### config.mk
export PLATFORM = sky130hd
export DESIGN_NAME = normlize_q_sequencer
export DESIGN_NICKNAME = d
export VERILOG_FILES = /design/src/rtl/normlize_q_sequencer.sv
export SDC_FILE = /design/constraint.sdc
export NUM_CORES = 1
export LEC_CHECK = 0
export BUFFER_PORTS_ARGS = -buffer_cell sky130_fd_sc_hd__buf_4
export CAP_MARGIN = 20
export CORE_MARGIN = 2
export CORE_UTILIZATION = 56
export CTS_CLUSTER_DIAMETER = 150
export DETAILED_ROUTE_END_ITERATION = 8
export GPL_TIMING_DRIVEN = 0
export PLACE_DENSITY = 0.93
export SYNTH_ARGS = -nofsm -noshare
export SYNTH_HDL_FRONTEND = slang
export SYNTH_SLANG_ARGS = --single-unit
### constraint.sdc
create_clock -name I_sys_clk -period 3.9 [get_ports I_sys_clk]
set_input_delay 0.585 -clock I_sys_clk [delete_from_list [all_inputs] [get_ports I_sys_clk]]
set_output_delay 0.585 -clock I_sys_clk [all_outputs]
set_load 0.01 [all_outputs]
### src/rtl/normlize_q_sequencer.sv
// normlize_q_sequencer: feeds a latched 2x2 matrix column-by-column through the normalize stage and assembles Q
module normlize_q_sequencer #(
  parameter int DATA_W       = 16,
  parameter int NORM_W       = 32,
  parameter int NORM_LATENCY = 40
) (
  input  logic              I_sys_clk,
  input  logic              I_sys_rstn,
  input  logic              I_mat_valid,
  output logic              O_mat_ready,
  input  logic [DATA_W-1:0] I_a_1_1,
  input  logic [DATA_W-1:0] I_a_1_2,
  input  logic [DATA_W-1:0] I_a_2_1,
  input  logic [DATA_W-1:0] I_a_2_2,
  output logic              O_normlize_ena,
  output logic [DATA_W-1:0] O_w_1,
  output logic [DATA_W-1:0] O_w_2,
  input  logic [NORM_W-1:0] I_w_1_normalize,
  input  logic [NORM_W-1:0] I_w_2_normalize,
  output logic              O_q_valid,
  input  logic              I_q_ready,
  output logic [NORM_W-1:0] O_q_1_1,
  output logic [NORM_W-1:0] O_q_1_2,
  output logic [NORM_W-1:0] O_q_2_1,
  output logic [NORM_W-1:0] O_q_2_2,
  output logic [1:0]        O_zero_col,
  output logic              O_busy
);
  localparam int CW = $clog2(NORM_LATENCY);
  localparam logic [CW-1:0] LAST = CW'(NORM_LATENCY - 1);
  typedef enum logic [2:0] {IDLE, RUN1, GAP, RUN2, DONE} state_t;
  state_t            state_q, state_d;
  logic [CW-1:0]     cnt_q, cnt_d;
  logic [DATA_W-1:0] a11_q, a11_d, a12_q, a12_d, a21_q, a21_d, a22_q, a22_d;
  logic [NORM_W-1:0] q11_q, q11_d, q12_q, q12_d, q21_q, q21_d, q22_q, q22_d;
  logic [1:0]        zc_q, zc_d;
  logic              ena_q, ena_d, q_valid_q, q_valid_d;
  logic [DATA_W-1:0] w1_q, w1_d, w2_q, w2_d;
  logic              accept, running, run_end;
  assign accept  = I_mat_valid && (state_q == IDLE);
  assign running = (state_q == RUN1) || (state_q == RUN2);
  assign run_end = running && (cnt_q == LAST);
  // next state, counter, latched matrix, captured Q and the registered stage/handshake outputs
  always_comb begin
    case (state_q)
      IDLE:    state_d = accept ? RUN1 : IDLE;
      RUN1:    state_d = run_end ? GAP : RUN1;
      GAP:     state_d = RUN2;
      RUN2:    state_d = run_end ? DONE : RUN2;
      DONE:    state_d = I_q_ready ? IDLE : DONE;
      default: state_d = IDLE;
    endcase
    cnt_d = (running && !run_end) ? cnt_q + 1'b1 : '0;
    a11_d = accept ? I_a_1_1 : a11_q;
    a12_d = accept ? I_a_1_2 : a12_q;
    a21_d = accept ? I_a_2_1 : a21_q;
    a22_d = accept ? I_a_2_2 : a22_q;
    zc_d  = accept ? {(I_a_1_2 == '0) && (I_a_2_2 == '0), (I_a_1_1 == '0) && (I_a_2_1 == '0)} : zc_q;
    q11_d = (run_end && state_q == RUN1) ? (zc_q[0] ? '0 : I_w_1_normalize) : q11_q;
    q21_d = (run_end && state_q == RUN1) ? (zc_q[0] ? '0 : I_w_2_normalize) : q21_q;
    q12_d = (run_end && state_q == RUN2) ? (zc_q[1] ? '0 : I_w_1_normalize) : q12_q;
    q22_d = (run_end && state_q == RUN2) ? (zc_q[1] ? '0 : I_w_2_normalize) : q22_q;
    ena_d     = (state_d == RUN1) || (state_d == RUN2);
    w1_d      = (state_d == RUN1) ? a11_d : (state_d == RUN2) ? a12_d : '0;
    w2_d      = (state_d == RUN1) ? a21_d : (state_d == RUN2) ? a22_d : '0;
    q_valid_d = state_d == DONE;
  end
  // all state lives here; reset aborts any run immediately
  always_ff @(posedge I_sys_clk or negedge I_sys_rstn)
    if (!I_sys_rstn) begin
      state_q   <= IDLE;
      cnt_q     <= '0;
      a11_q     <= '0;
      a12_q     <= '0;
      a21_q     <= '0;
      a22_q     <= '0;
      zc_q      <= '0;
      q11_q     <= '0;
      q12_q     <= '0;
      q21_q     <= '0;
      q22_q     <= '0;
      ena_q     <= 1'b0;
      w1_q      <= '0;
      w2_q      <= '0;
      q_valid_q <= 1'b0;
    end else begin
      state_q   <= state_d;
      cnt_q     <= cnt_d;
      a11_q     <= a11_d;
      a12_q     <= a12_d;
      a21_q     <= a21_d;
      a22_q     <= a22_d;
      zc_q      <= zc_d;
      q11_q     <= q11_d;
      q12_q     <= q12_d;
      q21_q     <= q21_d;
      q22_q     <= q22_d;
      ena_q     <= ena_d;
      w1_q      <= w1_d;
      w2_q      <= w2_d;
      q_valid_q <= q_valid_d;
    end
  assign O_mat_ready    = state_q == IDLE;
  assign O_busy         = state_q != IDLE;
  assign O_normlize_ena = ena_q;
  assign O_w_1          = w1_q;
  assign O_w_2          = w2_q;
  assign O_q_valid      = q_valid_q;
  assign O_q_1_1        = q11_q;
  assign O_q_1_2        = q12_q;
  assign O_q_2_1        = q21_q;
  assign O_q_2_2        = q22_q;
  assign O_zero_col     = zc_q;
endmodule

==> qor.csv <==
metric;value;unit
DR vias;7003;
worst r2r dst;O_q_2_2[30];
global-route wire length before repair;40.2;mm
most common cell in the netlist;dfrtp_1;
HP Class;in -> async;
final instance area;0.0133;mm2
Max VDD drop;372;uV
TritonCTS Sinks;237;
Synth Area in Simple Gates;10.9;%
Synth top area share;59.4;%
reg2reg path depth;7;
Yosys top cell by area;dfrtp_1;
largest net degree at the start of global routing;126;
CTS tree;yes;
post-CTS setup buffers;0;
mux share of post-synthesis cell area;22.8;%
Setup TNS;0;ps
Antenna diodes;0;
status;completed;
Hold Fails Final Rpt;0;
critical path cell sequence;ha_1 -> nand4b_1 -> nor2_1 -> and3_1 -> buf_4 -> buf_4 -> mux2_2;
launch point of the worst path;cnt_q[0];
sequential fraction of the synthesis area;59.4;%
Vias/cell;5.55;
xor and xnor area share after synthesis;0.351;%
DRC;0;
Rows;48;
root buffer cell;clkbuf_16;
I/O pin total;298;
Total GRT Usage;27.7;%
measured slew at the worst slew-check pin;871;ps
CORE AREA;0.0174;mm2
Synth Warn #;0;
cell area power density;387;mW/mm2
top_reg_cell synth;dfrtp_1;
Final Slew Violations;0;
Placement Cell Area;0.0125;mm2
crit path capture type;register;
fillers;1045;
initial antenna violation count;0;
cts hold-fix bufs;0;
Finished Core Util;76.8;%
worst endpoint required time;4290;ps
Worst R2R Setup Slack;1670;ps
Detailed Routing Iterations Pass 1;6;
Synth Area in Adders;0.125;%
synth top area cells;dfrtp_1, mux2_2, nor2b_1;
Worst Path Arrival;2630;ps
largest family of logic cells by synthesized area;multiplexers;
Die Width;138;um
metal2 WL;13.5;mm
Top Layer Used;met4;
worst setup path endpoint;O_q_2_2[30];
CP max stage delay;370;ps
Starting Density;57.5;%
# nets final;1153;
Gate Count Post-Synth;696;
final worst path period share;57.3;%
max-slew headroom at the worst pin;41.9;%
critical path class;reg -> reg;
hpwl dp;18.7;mm
clock buffer depth;3;
post-cts resize count;0;
Wirelength per Cell;21.1;um
vias in the first global route;7453;
layout cell share with drive strength beyond 1;53.1;%
Met1 Wirelength;10.1;mm
GP Congestion;0.839;
Die H;138;um
crit-path most repeated cell;buf_4;
RSZ-0062 raised after global routing;false;
net count after synthesis;829;
die area;0.0189;mm2
DRT iter0 DRCs;257;
final WL;26.6;mm
area delta synth->final;33.5;%
H-tree depth;1;
Mapped Area;0.00998;mm2
syn avg cell area;14.3;um2
synth cell count leaders;dfrtp_1, mux2_2, nor2b_1;
leak pwr;6.67;nW
GRT Residual Overflow;0;
# setup viols final;0;
fmax;0.448;GHz
EDFF count, synth;0;
post-synthesis compound-gate area fraction;3.51;%
Clock Pin Slew Worst Setup and Hold Paths;60;ps
max-cap violations;0;
CTS Buf Count;24;
I/O Buffers;297;
CP Max Fanout;10;
reg-to-reg startpoint;cnt_q[0];
flops & latches, synth;237;
Clk Latency, worst-skew pair;510;ps
crit path launch type;register;
wire length on met3;2.41;mm
Synth async-reset ratio;100;%
Worst Clk Skew;12.9;ps
Final ANT Viol Nets;0;
count of unique library cells instantiated by Yosys;30;
post-layout minimum cycle time;2230;ps
highest-delay cell along the critical path;dfrtp_1;
[how the worst min path moves through the flow]
stage	start	end	slack [ps]	depth (start not counted)
after floorplan	I_sys_rstn	O_normlize_ena	290	0
final	I_sys_rstn	O_q_2_2[4]	140	1
after global routing	I_sys_rstn	O_q_2_2[4]	190	1
after global placement	cnt_q[0]	cnt_q[0]	440	1
after detailed placement	cnt_q[0]	cnt_q[0]	450	1
after CTS	I_sys_rstn	O_q_2_2[20]	170	1
[layout make-up]
class                      count  area [um2]  share of cell area [%]
sequential                   237        5930                    44.5
multi-input combinational    412        3760                    28.3
timing repair buffer         298        2260                    17.0
clock buffer                  39         748                    5.62
tap                          225         282                    2.11
buffer                        45         278                    2.08
clock inverter                 4        47.5                   0.357
inverter                       2        7.51                  0.0563
[metal layers]
| layer | GRT usage [%] | vias to the layer above |
|---|---|---|
| met2 | 49.2 | 308 |
| li1 | - | 3082 |
| met5 | 0 | - |
| met4 | 8.48 | 0 |
| met1 | 32.2 | 3553 |
| met3 | 8.31 | 60 |
[worst max-delay path: cells and delay by family, from the launching register on]
kind	cells	cell delay, ps
adder cells (fa/ha/maj)	1	220
buffers and inverters	2	470
flip-flops	1	370
multiplexers	1	350
AND/OR/NAND/NOR	3	710
[state kept, by name, indices dropped and copies added, names as in the netlist]
name,count
a21_q,16
O_zero_col,2
O_normlize_ena,1
a12_q,16
cnt_q,6
O_q_2_1,32
a22_q,16
state_q,3
O_q_1_1,32
O_w_2,16
a11_q,16
O_q_valid,1
O_q_2_2,32
O_q_1_2,32
O_w_1,16
[cells by family after synthesis]
group	Yosys count
adder cells (fa/ha/maj)	1
AO/OA/AOI/OAI	36
flip-flops	237
AND/OR/NAND/NOR	179
multiplexers	192
XOR/XNOR	4
buffers and inverters	47
[report_power, final]
| group | switching (mW) | internal [mW] | total (mW) |
|---|---|---|---|
| clock | 0.931 | 1.37 | 2.30 |
| combinational | 0.152 | 0.187 | 0.339 |
| sequential | 0.0198 | 2.49 | 2.51 |
| total | 1.10 | 4.05 | 5.16 |
[per-stage QoR]
step / hold slack (ps) / power [mW] / cells / setup WS (ps)
after CTS: 173 / 5.20 / 1262 / 1650
final: 141 / 5.16 / 1262 / 1670
after global placement: 444 / 2.88 / 1218 / 457
after global routing: 190 / 5.34 / 1262 / 1420
after detailed placement: 453 / 2.89 / 1219 / 1670
after floorplan: 289 / 2.65 / 696 / 2000
[placed cells by master, fill, tap and decap left out, types with 10 or more instances in the layout]
master	count
a32o_1	32
clkbuf_16	25
clkbuf_1	31
buf_4	304
nor4_1	16
dfrtp_1	237
mux2_4	30
nor2b_1	129
mux2_2	160
buf_6	10
Power figures use the tool's default switching activity.
